<file path="config.mk">
export PLATFORM = sky130hd
export DESIGN_NAME = seq_mul_div
export DESIGN_NICKNAME = d
export VERILOG_FILES = /design/src/rtl/alu_pkg.sv /design/src/rtl/booth_recode.sv /design/src/rtl/seq_mul_div.sv
export SDC_FILE = /design/constraint.sdc
export NUM_CORES = 1
export LEC_CHECK = 0
export ABC_AREA = 1
export BUFFER_PORTS_ARGS = -buffer_cell sky130_fd_sc_hd__clkbuf_2
export CORE_ASPECT_RATIO = 2
export CORE_UTILIZATION = 55
export CTS_CLUSTER_DIAMETER = 50
export DETAILED_ROUTE_END_ITERATION = 7
export GPL_TIMING_DRIVEN = 0
export PLACE_DENSITY = 0.77
export SLEW_MARGIN = 20
export SYNTH_ARGS = -nofsm -noshare
export SYNTH_HDL_FRONTEND = slang
export SYNTH_HIERARCHICAL = 1
export SYNTH_SLANG_ARGS = --single-unit
</file>
<file path="constraint.sdc">
create_clock -name clock -period 3.38 [get_ports clock]
set_input_delay 0.676 -clock clock [delete_from_list [all_inputs] [get_ports clock]]
set_output_delay 0.676 -clock clock [all_outputs]
set_load 0.01 [all_outputs]
</file>
<file path="src/rtl/alu_pkg.sv">
// alu_pkg: constants and types shared by the ALU and its multi-cycle
// multiply/divide stage.
//
// Contents:
//   WORD_SIZE        operand width
//   ALU_* codes      6-bit ALU_Sel operation encoding
//   muldiv_state_t   sequencer states for seq_mul_div
//   ITER_COUNT       divide iterations per operation
//   MUL_ITER_COUNT   multiply iterations per operation
//   BOOTH_BITS       width of the Booth recoder input window
//   BOOTH_SHIFT      arithmetic shift applied per multiply iteration
//   booth_sel_t      partial-product select produced by booth_recode
//
// Optional feature macro: MULDIV_RADIX4_EN.
// When it is defined, multiply retires two multiplier bits per iteration
// (radix-4 Booth). When it is undefined, multiply uses radix-2 Booth.
package alu_pkg;

  localparam int WORD_SIZE = 32;

  localparam logic [5:0] ALU_ADD      = 6'd0;
  localparam logic [5:0] ALU_SUB      = 6'd1;
  localparam logic [5:0] ALU_DIV_COMB = 6'd2;
  localparam logic [5:0] ALU_AND      = 6'd3;
  localparam logic [5:0] ALU_OR       = 6'd4;
  localparam logic [5:0] ALU_XOR      = 6'd5;
  localparam logic [5:0] ALU_MUL      = 6'd6;
  localparam logic [5:0] ALU_DIV      = 6'd7;

  typedef enum logic [1:0] {
    IDLE = 2'd0,
    RUN  = 2'd1,
    FIX  = 2'd2,
    DONE = 2'd3
  } muldiv_state_t;

  localparam int ITER_COUNT = WORD_SIZE;

`ifdef MULDIV_RADIX4_EN
  localparam int MUL_ITER_COUNT = WORD_SIZE / 2;
  localparam int BOOTH_BITS     = 3;
  localparam int BOOTH_SHIFT    = 2;
`else
  localparam int MUL_ITER_COUNT = WORD_SIZE;
  localparam int BOOTH_BITS     = 2;
  localparam int BOOTH_SHIFT    = 1;
`endif

  typedef enum logic [2:0] {
    BOOTH_ZERO = 3'd0,
    BOOTH_POS  = 3'd1,
    BOOTH_NEG  = 3'd2,
    BOOTH_POS2 = 3'd3,
    BOOTH_NEG2 = 3'd4
  } booth_sel_t;

endpackage

</file>
<file path="src/rtl/booth_recode.sv">
// booth_recode: combinational Booth digit recoder.
//
// Ports:
//   bits  in   BOOTH_BITS  multiplier window {q[0], q-1}
//                          (or {q[1], q[0], q-1} when radix-4 is enabled)
//   sel   out  booth_sel_t partial product to add: 0, +M or -M
//                          (and +2M or -2M when radix-4 is enabled)
//
// Optional feature macro: MULDIV_RADIX4_EN selects the 3-bit radix-4 table.
module booth_recode
  import alu_pkg::*;
(
  input  logic [BOOTH_BITS-1:0] bits,
  output booth_sel_t            sel
);

`ifdef MULDIV_RADIX4_EN
  // The window {q[i+1], q[i], q[i-1]} encodes a digit in the range -2..+2.
  always_comb begin
    sel = BOOTH_ZERO;
    case (bits)
      3'b001, 3'b010: sel = BOOTH_POS;
      3'b011:         sel = BOOTH_POS2;
      3'b100:         sel = BOOTH_NEG2;
      3'b101, 3'b110: sel = BOOTH_NEG;
      default:        sel = BOOTH_ZERO;
    endcase
  end
`else
  // The pair {q[0], q-1} encodes the digit q-1 - q[0].
  always_comb begin
    sel = BOOTH_ZERO;
    case (bits)
      2'b01:   sel = BOOTH_POS;
      2'b10:   sel = BOOTH_NEG;
      default: sel = BOOTH_ZERO;
    endcase
  end
`endif

endmodule

</file>
<file path="src/rtl/seq_mul_div.sv">
// seq_mul_div: multi-cycle signed multiply/divide stage that sits beside the
// single-cycle ALU. The control unit raises start with ALU_Sel = MUL/DIV and
// stalls on busy until done pulses. Z_high/Z_low then hold the result until
// the next accepted operation reaches its FIX edge.
//
// Ports:
//   clock     in   1          rising-edge clock
//   clear     in   1          synchronous active-high reset
//   start     in   1          request, only looked at in IDLE
//   ALU_Sel   in   6          operation; only OP_MUL / OP_DIV are accepted
//   A         in   word_size  multiplicand / dividend (two's complement)
//   B         in   word_size  multiplier / divisor (two's complement)
//   busy      out  1          operation in flight
//   done      out  1          one-cycle pulse; Z valid from this cycle
//   Z_high    out  word_size  MUL: product high word; DIV: remainder
//   Z_low     out  word_size  MUL: product low word;  DIV: quotient
//   div_zero  out  1          the last DIV had a zero divisor
//
// Optional feature macro: MULDIV_RADIX4_EN (radix-4 Booth multiply, with
// half the multiply iterations; divide is the same in both builds).
module seq_mul_div
  import alu_pkg::*;
#(
  parameter int          word_size = WORD_SIZE,
  parameter logic [5:0]  OP_MUL    = ALU_MUL,
  parameter logic [5:0]  OP_DIV    = ALU_DIV
) (
  input  logic                 clock,
  input  logic                 clear,
  input  logic                 start,
  input  logic [5:0]           ALU_Sel,
  input  logic [word_size-1:0] A,
  input  logic [word_size-1:0] B,
  output logic                 busy,
  output logic                 done,
  output logic [word_size-1:0] Z_high,
  output logic [word_size-1:0] Z_low,
  output logic                 div_zero
);

  localparam int div_iters = word_size;
  localparam int mul_iters = word_size / BOOTH_SHIFT;
  localparam int cnt_w     = $clog2(word_size + 1);
  // Two guard bits above the sign-extended multiplicand keep +/-2M
  // partial sums (including M = most negative) from overflowing.
  localparam int acc_w     = word_size + 3;
  localparam int booth_w   = acc_w + word_size + 1;

  muldiv_state_t state, state_next;

  logic [cnt_w-1:0]        cnt;
  logic                    op_div;
  logic                    dz_pend;
  logic                    sign_a;
  logic                    sign_b;
  logic [word_size:0]      m;
  logic signed [acc_w-1:0] acc;
  logic [word_size-1:0]    q;
  logic                    qm1;

  logic                    accept;
  logic                    accept_dz;
  logic [cnt_w-1:0]        last_iter;
  booth_sel_t              booth_sel;
  logic [BOOTH_BITS-1:0]   booth_bits;
  logic signed [acc_w-1:0] m_ext;
  logic signed [acc_w-1:0] pp;
  logic signed [acc_w-1:0] acc_sum;
  logic signed [booth_w-1:0] booth_shifted;
  logic [word_size:0]      rem_shift;
  logic [word_size:0]      trial;

  function automatic logic [word_size-1:0] magnitude(input logic [word_size-1:0] v);
    return v[word_size-1] ? -v : v;
  endfunction

  assign accept    = (state == IDLE) && start && ((ALU_Sel == OP_MUL) || (ALU_Sel == OP_DIV));
  assign accept_dz = (ALU_Sel == OP_DIV) && (B == '0);
  assign last_iter = op_div ? cnt_w'(div_iters - 1) : cnt_w'(mul_iters - 1);

`ifdef MULDIV_RADIX4_EN
  assign booth_bits = {q[1], q[0], qm1};
`else
  assign booth_bits = {q[0], qm1};
`endif

  booth_recode u_booth_recode (
    .bits (booth_bits),
    .sel  (booth_sel)
  );

  // Multiply step: add the selected partial product into the accumulator,
  // then arithmetic-shift the whole {acc, q, q-1} register right.
  assign m_ext = signed'({{(acc_w - word_size - 1){m[word_size]}}, m});

  always_comb begin
    pp = '0;
    case (booth_sel)
      BOOTH_POS:  pp = m_ext;
      BOOTH_NEG:  pp = -m_ext;
      BOOTH_POS2: pp = m_ext <<< 1;
      BOOTH_NEG2: pp = -(m_ext <<< 1);
      default:    pp = '0;
    endcase
  end

  assign acc_sum       = acc + pp;
  assign booth_shifted = $signed({acc_sum, q, qm1}) >>> BOOTH_SHIFT;

  // Restoring divide step on magnitudes: shift the next dividend bit into
  // the partial remainder and keep the trial subtraction if it did not borrow.
  assign rem_shift = {acc[word_size-1:0], q[word_size-1]};
  assign trial     = rem_shift - m;

  // State register.
  always_ff @(posedge clock) begin
    if (clear) begin
      state <= IDLE;
    end else begin
      state <= state_next;
    end
  end

  // Next state and handshake outputs. A zero divisor skips RUN entirely.
  always_comb begin
    state_next = state;
    busy       = 1'b0;
    done       = 1'b0;
    case (state)
      IDLE: begin
        if (accept) begin
          state_next = accept_dz ? FIX : RUN;
        end
      end
      RUN: begin
        busy = 1'b1;
        if (cnt == last_iter) begin
          state_next = FIX;
        end
      end
      FIX: begin
        busy       = 1'b1;
        state_next = DONE;
      end
      DONE: begin
        done       = 1'b1;
        state_next = IDLE;
      end
      default: state_next = IDLE;
    endcase
  end

  // Datapath: operands are captured on the accept edge so A/B/ALU_Sel may
  // change afterwards. For DIV, acc holds the partial remainder and q the
  // shifting dividend/quotient; for a zero divisor q keeps raw A for Z_high.
  always_ff @(posedge clock) begin
    if (clear) begin
      cnt      <= '0;
      op_div   <= 1'b0;
      dz_pend  <= 1'b0;
      sign_a   <= 1'b0;
      sign_b   <= 1'b0;
      m        <= '0;
      acc      <= '0;
      q        <= '0;
      qm1      <= 1'b0;
      Z_high   <= '0;
      Z_low    <= '0;
      div_zero <= 1'b0;
    end else begin
      case (state)
        IDLE: begin
          if (accept) begin
            cnt      <= '0;
            acc      <= '0;
            qm1      <= 1'b0;
            op_div   <= (ALU_Sel == OP_DIV);
            dz_pend  <= accept_dz;
            sign_a   <= A[word_size-1];
            sign_b   <= B[word_size-1];
            div_zero <= 1'b0;
            if (ALU_Sel == OP_DIV) begin
              q <= accept_dz ? A : magnitude(A);
              m <= {1'b0, magnitude(B)};
            end else begin
              q <= B;
              m <= {A[word_size-1], A};
            end
          end
        end
        RUN: begin
          cnt <= cnt + 1'b1;
          if (op_div) begin
            acc <= {{(acc_w - word_size - 1){1'b0}}, (trial[word_size] ? rem_shift : trial)};
            q   <= {q[word_size-2:0], ~trial[word_size]};
          end else begin
            {acc, q, qm1} <= booth_shifted;
          end
        end
        FIX: begin
          if (dz_pend) begin
            Z_low    <= '1;
            Z_high   <= q;
            div_zero <= 1'b1;
          end else if (op_div) begin
            // Truncating division: quotient sign from sign(A)^sign(B),
            // remainder follows the dividend.
            Z_low  <= (sign_a ^ sign_b) ? -q : q;
            Z_high <= sign_a ? -acc[word_size-1:0] : acc[word_size-1:0];
          end else begin
            Z_high <= acc[word_size-1:0];
            Z_low  <= q;
          end
        end
        default: begin
        end
      endcase
    end
  end

endmodule

</file>
==> metrics, run 1 <==
status=stopped before the end; Stopped at=5_1_grt; tool error=[ERROR GRT-0232] Routing congestion too high. Check the congestion heatmap in the GUI.; synth unique cells=59; mux share of post-synthesis cell area=0%; CTS sink cnt=177; Placed Area=19160 sq um; complex-gate fraction of the synthesized area=21.33%; Die X-Extent=129.7 microns; Die Ht=257.4 microns; Syn Area/Cell=5.703 sq um; Syn Nets=3298; Top FF cell, synth=dfxtp_1; Initial Utilization=55.86%; Total GRT Usage=59.76%; Synth Register Bits=177; Post-synth ARST share=0%; Bufs on Longest Clock Path=2; Mapped Cells=3146; Ports=140; Seq/Total Area, Yosys=19.75%; Simple-Gate Fraction of Synth Area=38.44%; largest family of logic cells by synthesized area=simple AND/OR/NAND/NOR gates; GPL Wtd Cong=1.133; adder-cell share of the synthesized area=5.593%; Ys Warns=6; Hold-fix buffers, CTS=0; CTS buffer count=17; CTS H-tree lvls=4; HPWL Detailed=68440 microns; total congestion overflow=4; Worst-path end type=register input; port bufs=136; xor-xnor portion of the synthesized cell area=2.929%; worst_ep grt=acc[31]$_SDFFE_PP0P_/D; Post-synth EDFFs=0; row count=93; pin count of the biggest net entering global routing=19; Root Buffer=clkbuf_16; Mapped Area=17940 sq um
[cells by family after synthesis]
family                     after synthesis
AOI/OAI and AO/OA                      673
adders and majority gates               79
DFF                                    177
other                                    1
and+or+nand+nor                       1608
xor gates and xnor gates                60
buffers and inverters                  548
[layer usage]
metal	GRT usage (%)	overflow
met3	30.02	0
met4	63.92	2
met2	87.24	2
met5	0.1548	0
met1	57.65	0
[timing repair]
item	4_1_cts
setup buffers	32
gates resized for setup	134
setup endpoints to repair	33
pin swaps	19
[synth_stat cells (3+ instances only)]
cell        n  area (sq um)
buf_1      14         52.55
o21a_1      4         30.03
nor2_2      6         37.54
o211ai_1   19         142.6
o21ai_0   214          1071
ha_1       77         963.4
xor2_1     53         464.2
inv_2       6         22.52
a21o_1      6         45.04
nor2_1    296          1111
nor2_4      3         33.78
buf_6       8         90.09
nor4_1     13         81.33
o221ai_1   21         183.9
a21oi_1   277          1386
or2_2      13         81.33
nand2_2    13         81.33
a22oi_1    20         150.1
nand3b_1   13         97.59
a31oi_1    40         250.2
o21bai_1    6         45.04
a221o_1     3         30.03
o21ai_1     7         35.03
and2_1      3         18.77
buf_2      16         80.08
nand3_2     6         60.06
nor3_2      6         60.06
inv_1     409          1535
xnor2_1     7         61.31
clkbuf_1   91         341.6
nand2_1   844          3168
o22ai_1    13         81.33
nand3_1   291          1456
nor3_1     53         265.3
or2_0       3         18.77
nand4_1    34         212.7
clkinv_1    3         11.26
dfxtp_1   177          3543
o31ai_1     5         37.54
a221oi_1   26         227.7
[metrics by stage]
stage          setup TNS (ns)  worst slack (ns)  instances
2_1_floorplan               0           0.09942       3146
4_1_cts              -0.01380          -0.01038       3773
3_5_place_dp           -29.95            -1.356       3709
3_3_place_gp           -28.59            -1.295       3709
==> inputs of run 2 (changes only) <==
--- a/config.mk
+++ b/config.mk
@@ -7,12 +7,10 @@
 export LEC_CHECK = 0
 export ABC_AREA = 1
 export BUFFER_PORTS_ARGS = -buffer_cell sky130_fd_sc_hd__clkbuf_2
-export CORE_ASPECT_RATIO = 2
-export CORE_UTILIZATION = 55
-export CTS_CLUSTER_DIAMETER = 50
+export CORE_UTILIZATION = 40
 export DETAILED_ROUTE_END_ITERATION = 7
 export GPL_TIMING_DRIVEN = 0
-export PLACE_DENSITY = 0.77
+export PLACE_DENSITY_LB_ADDON = 0.15
 export SLEW_MARGIN = 20
 export SYNTH_ARGS = -nofsm -noshare
 export SYNTH_HDL_FRONTEND = slang
==> constraint.sdc (replaced) <==
create_clock -name clock -period 4.4 [get_ports clock]
set_input_delay 0.88 -clock clock [delete_from_list [all_inputs] [get_ports clock]]
set_output_delay 0.88 -clock clock [all_outputs]
set_load 0.01 [all_outputs]
==> metrics, run 2 <==
HPWL Detailed=69870 microns; Seq/Total Area, Yosys=19.75%; Total GRT Usage=36.91%; CTS H-tree lvls=4; core area=44220 sq um; Setup violations, final=0; kind of critical path=flop to flop; drt initial violations=2629; worst-path cell chain=inv_2 -> ha_1 -> nand3_1 -> nor2_4 -> nand3_1 -> nor2_1 -> nand3_1 -> nor2_1 -> inv_1 -> o21ai_0 -> o21ai_0 -> ha_1 -> a21oi_1 -> o21ai_0 -> a21oi_2 -> nor2_1 -> nor2_1 -> nand2_1 -> nand2_1 -> nand3_1 -> nand3_1 -> a21oi_1; Syn Area/Cell=5.703 sq um; row count=77; Worst setup SP type=flop; commonest non-fill, non-tap cell in the layout=nand2_1; Hold Crit Class=flop to flop; Routed wire per std cell=21.65 microns; Bufs on Longest Clock Path=2; Syn Nets=3298; top area cells in the synthesized netlist=dfxtp_1, nand2_1, inv_1; R2R setup slack=0.21 ns; Synth top cells by count=nand2_1, inv_1, nor2_1; RR Endpoint=acc[32]$_SDFFE_PP0P_; R2R depth=22; Slew @ Worst Pin=0.9425 ns; Root Buffer=clkbuf_16; Vias=22460; Worst Skew=0.01482 ns; mux share of post-synthesis cell area=0%; Synth Register Bits=177; TritonCTS clock tree=yes; xor-xnor portion of the synthesized cell area=2.929%; Post-synth ARST share=0%; Ys Warns=6; port bufs=136; drt drc=0; max incr delay on CP=0.39 ns; fin util=45.35%; Yosys top cell area share=19.75%; fin crit share=95.16%; final hold viol count=0; Post-synth EDFFs=0; largest register by flop count=acc; Max Clk Rate=0.2388 GHz; Pwr Density=322.1 nW/um^2; antenna violations before repair=0; hold-critical path depth=2; Initial DRT Pass Iterations=6; Mapped Cells=3146; CTS sink cnt=177; Slowest cell on crit path=ha_1; adder-cell share of the synthesized area=5.593%; complex-gate fraction of the synthesized area=21.33%; worst slack at placement=-0.5266 ns; LEAKAGE=9.377 nW; crit-path max FO=6; clk_lat worst skew=0.50 ns; slew margin rel.=37.16%; CP dominant cell by count=nand3_1; pin count of the biggest net entering global routing=23; Die X-Extent=213.8 microns; Area growth, synth to finish=11.79%; Die Ht=213.8 microns; peak supply drop=0.0003237 V; Critical R2R Launch=m[1]$_SDFFE_PP0P_; Hold-fix buffers, CTS=0; CTS clock-pin slew for the worst setup and hold paths=0.08 ns; Ant. Diodes=0; Mapped Area=17940 sq um; total congestion overflow=0; status=finished clean; Final #Nets=3454; ANT nets after route=0; share of cells above drive strength 1=8.145%; Fin Hold WS=0.4849 ns; max-cap violations=0; Yosys top cell by area=dfxtp_1; Placed Area=19360 sq um; Arrival @ worst endpoint=4.54 ns; crit end category=flop; CTS buffer count=17; top-count cell post-synth=nand2_1; Final Critical Period=4.187 ns; most frequent cells in the layout=nand2_1, inv_1, nor2_1, nand3_1, a21oi_1; GPL Wtd Cong=1.052; largest family of logic cells by synthesized area=simple AND/OR/NAND/NOR gates; Top FF cell, synth=dfxtp_1; vias in the first global route=20270; Largest register FFs=34; RSZ-0062 raised after global routing=no; total wire length=84590 microns; full die area=45700 sq um; final worst slack=0.2128 ns; Ports=140; DR vias/cell=5.750; fin area=20060 sq um; registers with the most flip-flops=acc (34), m (33); Overall Power=0.006460 W; Simple-Gate Fraction of Synth Area=38.44%; Hold EP=acc[32]$_SDFFE_PP0P_; WP data required=4.76 ns; Max Slew Vio Count=0; synth unique cells=59; Hold Path Origin=acc[32]$_SDFFE_PP0P_; first-pass GRT wire length=124600 microns; Initial Utilization=40.57%
run 2: area by class of cell:
| class | count | area (sq um) |
|---|---|---|
| Multi-Input combinational cell | 2421 | 12300 |
| Timing Repair Buffer | 138 | 695.7 |
| Clock buffer | 17 | 425.4 |
| Tap cell | 592 | 740.7 |
| Sequential cell | 177 | 3545 |
| Clock inverter | 15 | 212.7 |
| Buffer | 129 | 569.3 |
| Fill cell | 4777 | 24170 |
| Inverter | 418 | 1570 |
run 2: logic make-up after synthesis:
logic type / count (synthesis)
other: 1
AOI/OAI and AO/OA: 673
xor gates and xnor gates: 60
adders and majority gates: 79
DFF: 177
buffers and inverters: 548
and+or+nand+nor: 1608
run 2: timing repair:
item                       CTS  global route
setup endpoints to repair   25            22
pin swaps                    1             0
resized for setup            3            13
buffers inserted             1             1
run 2: worst max path at each step:
stage | from | end | slack, ns | cells after the start
after floorplan | q[0]$_SDFFE_PP0P_ | acc[17]$_SDFFE_PP0P_ | 1.12 | 20
after global placement | q[0]$_SDFFE_PP0P_ | acc[23]$_SDFFE_PP0P_ | -0.49 | 22
after detailed placement | q[0]$_SDFFE_PP0P_ | acc[23]$_SDFFE_PP0P_ | -0.53 | 23
after CTS | m[1]$_SDFFE_PP0P_ | acc[32]$_SDFFE_PP0P_ | 0.02 | 22
after global routing | m[1]$_SDFFE_PP0P_ | acc[33]$_SDFFE_PP0P_ | 0.004 | 24
final | m[1]$_SDFFE_PP0P_ | acc[32]$_SDFFE_PP0P_ | 0.21 | 22
run 2: layer usage:
metal / share of wire, % / GRT usage (%)
met1: 42 / 46.84
met5: 0 / 0
met2: 45 / 59.45
met4: 6.4 / 22.73
met3: 6.7 / 4.687
run 2: critical path: cells and delay by family, from the launching register on:
kind / cells / cell delay, ns
AO/OA/AOI/OAI: 6 / 1.23
AND/OR/NAND/NOR: 12 / 1.62
adder cells (fa/ha/maj): 2 / 0.61
buffers and inverters: 2 / 0.23
flip-flops: 1 / 0.36
run 2: per-stage QoR:
step,cells,setup TNS (ns)
2_1_floorplan,3146,0
3_3_place_gp,3874,-5.007
3_5_place_dp,3874,-5.778
4_1_cts,3907,0
5_1_grt,3907,0
6_report,3907,0
run 2: report_power, final:
part           internal (W)  total, W  switching, W
Combinational      0.000851   0.00276       0.00191
Clock              0.000796   0.00167      0.000872
Sequential          0.00179   0.00203      0.000245
Total               0.00343   0.00646       0.00303
(Power assumes the default switching activity.)
==> inputs of run 3 (changes only) <==
--- a/config.mk
+++ b/config.mk
@@ -6,9 +6,9 @@
 export NUM_CORES = 1
 export LEC_CHECK = 0
 export ABC_AREA = 1
-export BUFFER_PORTS_ARGS = -buffer_cell sky130_fd_sc_hd__clkbuf_2
 export CORE_UTILIZATION = 40
 export DETAILED_ROUTE_END_ITERATION = 7
+export DONT_BUFFER_PORTS = 1
 export GPL_TIMING_DRIVEN = 0
 export PLACE_DENSITY_LB_ADDON = 0.15
 export SLEW_MARGIN = 20
==> metrics, run 3 (synthesis results as in run 2) <==
most frequent cells in the layout=nand2_1, inv_1, nand3_1, nor2_1, a21oi_1; largest register by flop count=acc; Area growth, synth to finish=8.369%; total wire length=85290 microns; CTS H-tree lvls=4; Largest register FFs=34; pin count of the biggest net entering global routing=21; max incr delay on CP=0.50 ns; drt initial violations=2615; max-cap violations=0; peak supply drop=0.0003529 V; Max Clk Rate=0.2464 GHz; sw frac=46.45%; Worst setup SP type=flop; share of cells above drive strength 1=4.494%; CP dominant cell by count=nand2_1; GR Layer Usage met1=46.19%; hold-critical path depth=2; clk_lat worst skew=0.48 ns; Ant. Diodes=0; Root Buffer=clkbuf_16; Die Ht=213.8 microns; Slowest cell on crit path=fa_1; Flop pwr share=32.9%; CTS buffer count=17; CTS clock-pin slew for the worst setup and hold paths=0.08 ns; Pwr Density=330.6 nW/um^2; Setup violations, final=0; Clock Power Share=26.8%; Post-Layout Cell Count=3774; Hold Crit Class=flop to flop; Ports=140; combinational fraction of design power=40.3%; Worst Skew=0.01604 ns; fin crit share=92.22%; full die area=45700 sq um; LEAKAGE=8.816 nW; R2R depth=22; sequential standard cell area=3545 sq um; WP data required=4.72 ns; placed cells=3738; area of the multi-input gates=12330 sq um; TritonCTS clock tree=yes; crit-path max FO=10; P_sw=0.002986 W; core area=44220 sq um; Max Slew Vio Count=0; antenna violations before repair=1; Die X-Extent=213.8 microns; worst-path cell chain=inv_1 -> nor2_4 -> inv_1 -> nor3_4 -> inv_1 -> clkbuf_2 -> a21oi_2 -> ha_1 -> inv_1 -> fa_1 -> o21ai_2 -> nand2_1 -> nand2_1 -> nand2_1 -> nand2_1 -> nand2_1 -> nand4_1 -> nand3_1 -> nand2_1 -> inv_1 -> nand2_1 -> a21oi_1; Bufs on Longest Clock Path=2; Routed wire per std cell=22.60 microns; DR vias/cell=5.787; commonest non-fill, non-tap cell in the layout=nand2_1; drt drc=0; Arrival @ worst endpoint=4.38 ns; first-pass GRT wire length=123600 microns; Hold-fix buffers, CTS=0; row count=77; GRT busiest layer=met2; HPWL Detailed=70000 microns; Initial Utilization=40.57%; Internal=0.003442 W; routing usage on met3=6.913%; Final #Nets=3321; Total GRT Usage=36.94%; # fillers=4895; status=finished clean; total congestion overflow=0; ANT nets after route=0; Vias=21840; final hold viol count=0; met2 Use GR=59.30%; CTS sink cnt=177; Initial DRT Pass Iterations=7; vias in the first global route=19860; Slew @ Worst Pin=1.009 ns; crit end category=flop; port bufs=0; GPL Wtd Cong=1.038; registers with the most flip-flops=acc (34), m (33); Overall Power=0.006427 W; slew margin rel.=32.72%; Final Critical Period=4.058 ns; kind of critical path=flop to flop
[run 3: cell count changes in the layout (fill, tap and decap cells not counted), sizes merged]
cell	before	now
inv	425	424
buf	41	44
clkinv	8	7
bufinv	0	2
clkbuf	243	107
[run 3: worst max-delay path: cells and delay by family, from the launching register on]
family / cells / cell delay [ns]
DFF: 1 / 0.40
adders and majority gates: 2 / 0.78
and+or+nand+nor: 11 / 1.41
buffers and inverters: 6 / 0.79
AOI/OAI and AO/OA: 3 / 0.51
[run 3: repair_timing]
action | 4_1_cts | 5_1_grt
endpoints found under the setup margin | 24 | 20
resized for setup | 6 | 19
pin swaps | 1 | 2
hold endpoints to repair | 0 | 0
buffers inserted | 1 | 4
[run 3: power groups by stage]
stage / clock, W / sequential (W) / combinational, W
after floorplan: 0 / 0.00200 / 0.00175
after global placement: 0 / 0.00214 / 0.00248
after detailed placement: 0 / 0.00214 / 0.00248
after CTS: 0.00174 / 0.00211 / 0.00250
after global routing: 0.00180 / 0.00213 / 0.00283
final: 0.00172 / 0.00212 / 0.00259
[run 3: area by class of cell]
cell class / count / share of cell area [%]
Buffer: 129 / 2.928
Multi-Input combinational cell: 2421 / 63.41
Sequential cell: 177 / 18.23
Clock buffer: 17 / 2.188
Clock inverter: 15 / 1.165
Timing Repair Buffer: 5 / 0.1931
Tap cell: 592 / 3.810
Inverter: 418 / 8.076
[run 3: through the flow]
stage          setup WS [ns]   TNS [ns]  utilization [%]  area (sq um)  hold slack [ns]
2_1_floorplan          1.119          0                -         17940           0.4497
3_3_place_gp         -0.7490     -8.286            42.25         18680           0.4582
3_5_place_dp         -0.7792     -8.909            42.25         18680           0.4728
4_1_cts              0.03674          0            43.78         19360           0.4809
5_1_grt            -0.007100  -0.007100            43.97         19440           0.5193
6_report              0.3422          0            43.97         19440           0.4793
[run 3: per-layer routing]
layer	vias up	part of all wire, %
li1	10510	-
met5	-	0
met4	0	5.9
met3	171	7.8
met2	1031	45
met1	10130	42
[run 3: worst paths after layout]
path	startpoint	to	slack, ns
hold reg to reg	acc[32]$_SDFFE_PP0P_	acc[32]$_SDFFE_PP0P_	0.48
setup reg to reg	q[0]$_SDFFE_PP0P_	acc[25]$_SDFFE_PP0P_	0.34
hold / removal	acc[32]$_SDFFE_PP0P_	acc[32]$_SDFFE_PP0P_	0.48
setup / recovery	q[0]$_SDFFE_PP0P_	acc[25]$_SDFFE_PP0P_	0.34
